### config.mk
export PLATFORM = sky130hd
export DESIGN_NAME = csa_seq_mult
export DESIGN_NICKNAME = d
export VERILOG_FILES = /design/src/rtl/csa_mult_pkg.sv /design/src/rtl/csa.sv /design/src/rtl/csa_seq_mult.sv
export SDC_FILE = /design/constraint.sdc
export NUM_CORES = 1
export LEC_CHECK = 0
export ABC_AREA = 1
export BUFFER_PORTS_ARGS = -buffer_cell sky130_fd_sc_hd__buf_2
export CAP_MARGIN = 15
export CORE_MARGIN = 3
export CORE_UTILIZATION = 60
export DETAILED_ROUTE_END_ITERATION = 10
export GPL_TIMING_DRIVEN = 0
export PLACE_DENSITY = 0.92
export REMOVE_ABC_BUFFERS = 1
export SLEW_MARGIN = 15
export SYNTH_ARGS = -nofsm -noshare
export SYNTH_HDL_FRONTEND = slang
export SYNTH_HIERARCHICAL = 1
export SYNTH_SLANG_ARGS = --single-unit
### constraint.sdc
create_clock -name clk -period 4.3 [get_ports clk]
set_clock_uncertainty 0.05 [all_clocks]
set_input_delay 1.075 -clock clk [delete_from_list [all_inputs] [get_ports clk]]
set_output_delay 1.075 -clock clk [all_outputs]
set_load 0.05 [all_outputs]
### src/rtl/csa_mult_pkg.sv
// Shared definitions for the carry-save sequential multiplier.
// Latency: n/a (types and constants only).
// Backpressure: n/a.
package csa_mult_pkg;

  localparam int W = 32;

  // Index of the final ACCUM cycle; 32 partial products, counted 0..31.
  localparam int ACCUM_LAST = 31;

  typedef enum logic [2:0] {
    IDLE     = 3'd0,
    ACCUM    = 3'd1,
    RESOLVE  = 3'd2,
    RESOLVE2 = 3'd3,
    DONE     = 3'd4
  } csa_mult_state_t;

endpackage

### src/rtl/csa.sv
// 32-bit 3:2 carry-save adder: reduces three operands to a sum/carry pair.
// Latency: combinational.
// Backpressure: none.
// Ports: x, y, z operands; sum = bitwise sum; carry = majority shifted left
// by one (bit 0 is zero, the carry out of bit W-1 is dropped).
module csa
  import csa_mult_pkg::*;
(
  input  logic [W-1:0] x,
  input  logic [W-1:0] y,
  input  logic [W-1:0] z,
  output logic [W-1:0] sum,
  output logic [W-1:0] carry
);

  logic [W-1:0] maj;

  assign sum   = x ^ y ^ z;
  assign maj   = (x & y) | (x & z) | (y & z);
  assign carry = {maj[W-2:0], 1'b0};

endmodule

### src/rtl/csa_seq_mult.sv
// Sequential 32x32 -> low 32-bit multiplier, running product kept in carry-save form.
// Latency: 33 cycles from acceptance to out_valid (34 with CSA_MULT_CPA_REG_EN).
// Backpressure: holds p/out_valid in DONE until out_ready; in_ready only in IDLE.
// Ports: clk, rst_n (async active-low); a, b, in_valid, in_ready (operand
// handshake); p, out_valid, out_ready (result handshake).
// Option: CSA_MULT_CPA_REG_EN registers sum/carry before the final add.
module csa_seq_mult
  import csa_mult_pkg::*;
(
  input  logic         clk,
  input  logic         rst_n,
  input  logic [W-1:0] a,
  input  logic [W-1:0] b,
  input  logic         in_valid,
  output logic         in_ready,
  output logic [W-1:0] p,
  output logic         out_valid,
  input  logic         out_ready
);

  csa_mult_state_t state, state_nxt;

  logic [W-1:0] a_sh, b_sh;
  logic [W-1:0] sum_r, car_r;
  logic [W-1:0] pp, sum_nxt, car_nxt;
  logic [4:0]   cnt;

`ifdef CSA_MULT_CPA_REG_EN
  logic [W-1:0] s_q, c_q;
`endif

  // One partial product per cycle: multiplier bit 0 selects the shifted multiplicand.
  assign pp = b_sh[0] ? a_sh : '0;

  csa u_csa (
    .x     (sum_r),
    .y     (car_r),
    .z     (pp),
    .sum   (sum_nxt),
    .carry (car_nxt)
  );

  // State register.
  always_ff @(posedge clk or negedge rst_n) begin
    if (!rst_n) state <= IDLE;
    else        state <= state_nxt;
  end

  // Next-state logic.
  always_comb begin
    state_nxt = state;
    case (state)
      IDLE:     if (in_valid) state_nxt = ACCUM;
      ACCUM:    if (cnt == 5'(ACCUM_LAST)) state_nxt = RESOLVE;
`ifdef CSA_MULT_CPA_REG_EN
      RESOLVE:  state_nxt = RESOLVE2;
      RESOLVE2: state_nxt = DONE;
`else
      RESOLVE:  state_nxt = DONE;
`endif
      DONE:     if (out_ready) state_nxt = IDLE;
      default:  state_nxt = IDLE;
    endcase
  end

  // Output decode.
  always_comb begin
    in_ready = 1'b0;
    if (state == IDLE) in_ready = 1'b1;
  end

  // Datapath registers.
  always_ff @(posedge clk or negedge rst_n) begin
    if (!rst_n) begin
      a_sh      <= '0;
      b_sh      <= '0;
      sum_r     <= '0;
      car_r     <= '0;
      cnt       <= '0;
      p         <= '0;
      out_valid <= 1'b0;
`ifdef CSA_MULT_CPA_REG_EN
      s_q       <= '0;
      c_q       <= '0;
`endif
    end else begin
      case (state)
        IDLE: begin
          if (in_valid) begin
            a_sh  <= a;
            b_sh  <= b;
            sum_r <= '0;
            car_r <= '0;
            cnt   <= '0;
          end
        end
        ACCUM: begin
          sum_r <= sum_nxt;
          car_r <= car_nxt;
          a_sh  <= a_sh << 1;
          b_sh  <= b_sh >> 1;
          cnt   <= cnt + 5'd1;
        end
`ifdef CSA_MULT_CPA_REG_EN
        RESOLVE: begin
          // Register the carry-save pair so the ripple add starts from flops.
          s_q <= sum_r;
          c_q <= car_r;
        end
        RESOLVE2: begin
          p         <= s_q + c_q;
          out_valid <= 1'b1;
        end
`else
        RESOLVE: begin
          p         <= sum_r + car_r;
          out_valid <= 1'b1;
        end
`endif
        DONE: begin
          if (out_ready) out_valid <= 1'b0;
        end
        default: ;
      endcase
    end
  end

endmodule

==> flow_summary.ini, run 1 <==
[finish]
final_cell_mix = 382 x nand2_1, 167 x dfrtp_1, 148 x inv_1
layout_commonest_cell = nand2_1
finalNonFillerCells = 1546
diodes = 0
num-fill-cells = 1229
area_growth_pct = 12.0
finalNetCount = 1450
multi_input_area_um2 = 5000
drive_above_1_share = 0.110
regArea_um2 = 4230

[place]
numPortBuffers = 101
placed_cells = 1514
dp_slack_ps = 1010
hpwl_mm = 16.0
gp_congestion = 0.931

[sta]
max_slew.worst_pin.slew_ps = 1030
min_period_ps = 3090
hold_viol = 0
rsz0062_at_grt = no
maxSlewViolCount = 0
hold_ws_ps = 421
max_freq_mhz = 323
final.period_utilization = 0.719
setup_viol = 0
slew_headroom = 0.314
timing.final.ws_setup_ps = 1210
tns_ps = 0

[cts]
clkLatencyLatePin_ps = 430
clk_path_buf_depth = 2
cts_made_buffers = 17
cts_tree = built
cts_hold_buf = 0
cts.sinks = 169
cts.htree.levels = 4
root_buffer = clkbuf_16
postCtsSetupBuffers = 0
cts_resized = 0
clkTransAtPathRegs_ps = 70

[drt]
avgRoutedWirePerCell_um = 15.8
drtAntennaViolNets = 0
first_pass_iters = 7
via_count = 8849
first_iter_violations = 706
totalWireLength_mm = 24.4
avgViaCountPerCell = 5.72
drcViolationCount = 0

[synth]
synthCells = 1258
synth_seq_cells = 169
ys_types = 33
yosys_warnings = 6
synth_edf_count = 0
synthFlopType = dfrtp_1
syn_area_um2 = 10100
ys_async_sr_fraction = 1.00
ys_seq_area_frac = 0.418
synth.avg_cell_area_um2 = 8.03

[min_path]
hold_class = flop to flop
hold_depth = 2
hp-start = p[1]$_DFFE_PN0P_
hold_path_end = p[1]$_DFFE_PN0P_

[outcome]
status = finished, final reports clean

[grt]
grt_util_met1 = 0.376
grtUsageTotal = 0.276
grt_use_met2 = 0.448
antenna_found_initial = 0
busiest_layer = met2
use_met3 = 0.0457
overflow = 0
grt_pass1_vias = 8639
grt_max_degree = 95
grt_pass1_wl_mm = 41.0

[pwr]
peakVddDrop_mv = 0.392
p_total_mw = 9.17
power-per-cell-area_nw_per_um2 = 810
p_leak_nw = 5.91

[critical_path]
end_kind = flop
required_ps = 4570
reg2regPathDepth = 5
start_kind = flop
worstPathArrival_ps = 3360
reg2reg_from = state[0]$_DFFE_PN0P_
path_class = flop to flop
timing.rr.end = car_r[3]$_DFFE_PN0P_
rrSetupSlack_ps = 1210
crit_fanout = 88

[floorplanning]
die_h_um = 136
die_x_um = 136
rows = 46
pin_count = 102
coreArea_um2 = 16200
die-area_um2 = 18400
initial_core_util = 0.625

[run]
maxCapViolCount = 0
## critical path, cell delays in order (launching register included)
cell,delay [ps]
dfrtp_4,980
nand2_1,360
nand2_4,580
inv_6,280
buf_16,300
a32o_1,290
## state kept, by name, summed over array words and instances, names as in the netlist
signal	cells
a_sh	32
b_sh	32
car_r	32
p	32
sum_r	32
cnt	5
state	3
out_valid	1
## cells in the mapped netlist (2+ instances only)
cell type | n | area share
a21oi_1 | 82 | 0.041
nor2_1 | 41 | 0.015
buf_6 | 3 | 0.0033
nor3_1 | 4 | 0.0020
clkbuf_1 | 35 | 0.013
fa_1 | 32 | 0.063
nand3b_1 | 4 | 0.0030
buf_2 | 23 | 0.011
a32o_1 | 66 | 0.065
o21ai_1 | 52 | 0.026
ha_1 | 33 | 0.041
xor2_1 | 2 | 0.0017
nand3_1 | 50 | 0.025
inv_2 | 4 | 0.0015
buf_1 | 5 | 0.0019
buf_4 | 2 | 0.0015
dfrtp_1 | 169 | 0.42
o21ai_0 | 90 | 0.045
nand4_1 | 3 | 0.0019
o21bai_1 | 3 | 0.0022
inv_1 | 148 | 0.055
xnor2_1 | 15 | 0.013
nand2_1 | 382 | 0.14
## area by class of cell
cell class / instances / share of cell area
timing repair buffer: 108 / 0.0606
inverter: 152 / 0.0508
sequential: 169 / 0.374
multi-input combinational: 869 / 0.441
clock buffer: 23 / 0.0413
clock inverter: 9 / 0.00807
tap: 216 / 0.0239
## worst max-delay path by stage
stage | start | end | slack (ps) | depth (start not counted)
finish | state[0]$_DFFE_PN0P_ | car_r[3]$_DFFE_PN0P_ | 1210 | 5
global route | state[0]$_DFFE_PN0P_ | car_r[0]$_DFFE_PN0P_ | 1030 | 5
CTS | state[0]$_DFFE_PN0P_ | car_r[0]$_DFFE_PN0P_ | 940 | 5
detailed placement | state[0]$_DFFE_PN0P_ | sum_r[6]$_DFFE_PN0P_ | 1010 | 5
global placement | state[0]$_DFFE_PN0P_ | car_r[3]$_DFFE_PN0P_ | -2760 | 4
floorplan | state[0]$_DFFE_PN0P_ | cnt[2]$_DFFE_PN0P_ | -720 | 6
## stage by stage
step / instance area [um2] / util
2_1_floorplan: 9790 / -
3_3_place_gp: 10600 / 0.653
3_5_place_dp: 10800 / 0.665
4_1_cts: 11300 / 0.700
5_1_grt: 11300 / 0.700
6_report: 11300 / 0.700
## power breakdown
part	switching, mW	internal (mW)
sequential	0.686	2.31
clock	0.647	0.830
combinational	2.85	1.86
total	4.18	4.99
## logic make-up (layout without fill, tap and decap cells)
logic type	after synthesis	after routing	synth area share
adders and majority gates	65	65	0.104
and+or+nand+nor	489	489	0.193
other	1	1	0.000371
xor gates and xnor gates	17	17	0.0147
AOI/OAI and AO/OA	297	297	0.181
buffers and inverters	220	292	0.0875
DFF	169	169	0.418
## metal layers
layer	share of wire	routed length [um]
met1	0.43	10400
met2	0.48	11700
met3	0.065	1590
met4	0.026	624
met5	0	0
Note: power is estimated with default switching activity, not from simulation.
==> run 2, diff against run 1 <==
==> constraint.sdc (replaced) <==
create_clock -name clk -period 2.9 [get_ports clk]
set_clock_uncertainty 0.05 [all_clocks]
set_input_delay 0.725 -clock clk [delete_from_list [all_inputs] [get_ports clk]]
set_output_delay 0.725 -clock clk [all_outputs]
set_load 0.05 [all_outputs]
==> flow_summary.ini, run 2 (synthesis results as in run 1) <==
[outcome]
status = finished, final reports clean

[cts]
cts_made_buffers = 17
cts.sinks = 169
clkTransAtPathRegs_ps = 60
cts_tree = built
clk_path_buf_depth = 2
clkLatencyLatePin_ps = 440
cts.htree.levels = 4
root_buffer = clkbuf_16

[sta]
final.period_utilization = 0.939
slew_headroom = 0.320
setup_viol = 0
max_slew.worst_pin.slew_ps = 1020
hold_viol = 0
hold_ws_ps = 206
rsz0062_at_grt = no
maxSlewViolCount = 0
max_freq_mhz = 367
min_period_ps = 2720

[run]
maxCapViolCount = 0

[drt]
drtAntennaViolNets = 0
drcViolationCount = 0
first_iter_violations = 777
via_count = 8907
totalWireLength_mm = 24.7
avgRoutedWirePerCell_um = 16.0
avgViaCountPerCell = 5.76
first_pass_iters = 7

[critical_path]
crit_fanout = 48
end_kind = flop
path_class = flop to flop
reg2reg_from = state[0]$_DFFE_PN0P_
worst-path-buf-inv = 1
crit_start = state[0]$_DFFE_PN0P_
required_ps = 3130
worstPathArrival_ps = 2950
path_delay_family = simple AND/OR/NAND/NOR gates
start_kind = flop
crit_chain = nor3_4, inv_2, nand2_1, o21ai_0
critical_path.slowest_cell = nor3_4
max_stage_delay_ps = 900

[floorplanning]
die_x_um = 136
coreArea_um2 = 16200
initial_core_util = 0.625
rows = 46
pin_count = 102
die_h_um = 136
die-area_um2 = 18400

[place]
numPortBuffers = 101
gp_congestion = 0.931
placed_cells = 1514
hpwl_mm = 16.0

[finish]
drive_above_1_share = 0.110
finalNonFillerCells = 1547
finalNetCount = 1451
final_cell_mix = 382 x nand2_1, 167 x dfrtp_1, 148 x inv_1
diodes = 0
layout_commonest_cell = nand2_1
post-route-util = 0.702
area_growth_pct = 12.3

[grt]
grt_max_degree = 95
grt_pass1_wl_mm = 41.7
grtUsageTotal = 0.281
grt_pass1_vias = 8745
overflow = 0
antenna_found_initial = 0

[min_path]
hold_class = input port to async pin

[pwr]
p_total_mw = 13.7
power-per-cell-area_nw_per_um2 = 1200
p_leak_nw = 5.92
peakVddDrop_mv = 0.583
-- run 2: through the flow --
stage	setup WS (ps)	cell area [um2]	TNS (ps)
6_report	177	11400	0
5_1_grt	8.07	11400	0
4_1_cts	80.0	11300	0
3_5_place_dp	-387	10800	-30210
3_3_place_gp	-4160	10600	-875010
2_1_floorplan	-2120	9790	-298390
-- run 2: layer usage --
metal  share of wire  routed length [um]  global-route usage  up-vias
li1                -                   -                   -     4257
met1            0.42               10500               0.378     4227
met2            0.48               11800               0.458      365
met3           0.069                1700              0.0479       58
met4           0.030                 731               0.113        0
met5               0                   0                   0        -
-- run 2: path summary, 6_finish.rpt --
| path | to | slack, ps | cells after the start |
|---|---|---|---|
| min in group clk | p[1]$_DFFE_PN0P_ | 420 | 2 |
| min | b_sh[5]$_DFFE_PN0P_ | 210 | 1 |
| max | p[4]$_DFFE_PN0P_ | 180 | 4 |
| max in group asynchronous | sum_r[31]$_DFFE_PN0P_ | 1730 | 2 |
| min reg2reg | p[1]$_DFFE_PN0P_ | 420 | 2 |
| max reg2reg | p[4]$_DFFE_PN0P_ | 180 | 4 |
-- run 2: layout make-up --
type                    instances  area [um2]
inverters                     152         576
repair buffers                109         706
multi-input cells             869        5010
flip-flops and latches        169        4230
clock inverters                 9        91.3
well taps                     216         270
clock buffers                  23         468
fillers                      1222        4820
-- run 2: power by group --
group / leakage (nW) / switching [mW] / total, mW / internal (mW)
combinational: 3.53 / 4.30 / 7.08 / 2.78
clock: 0.260 / 0.964 / 2.20 / 1.23
sequential: 2.12 / 0.973 / 4.39 / 3.42
-- run 2: repair_timing --
action                     4_1_cts  5_1_grt
gates resized for setup          1        1
setup endpoints to repair      132       88
buffers inserted                 1        0
hold buffers                     0        0
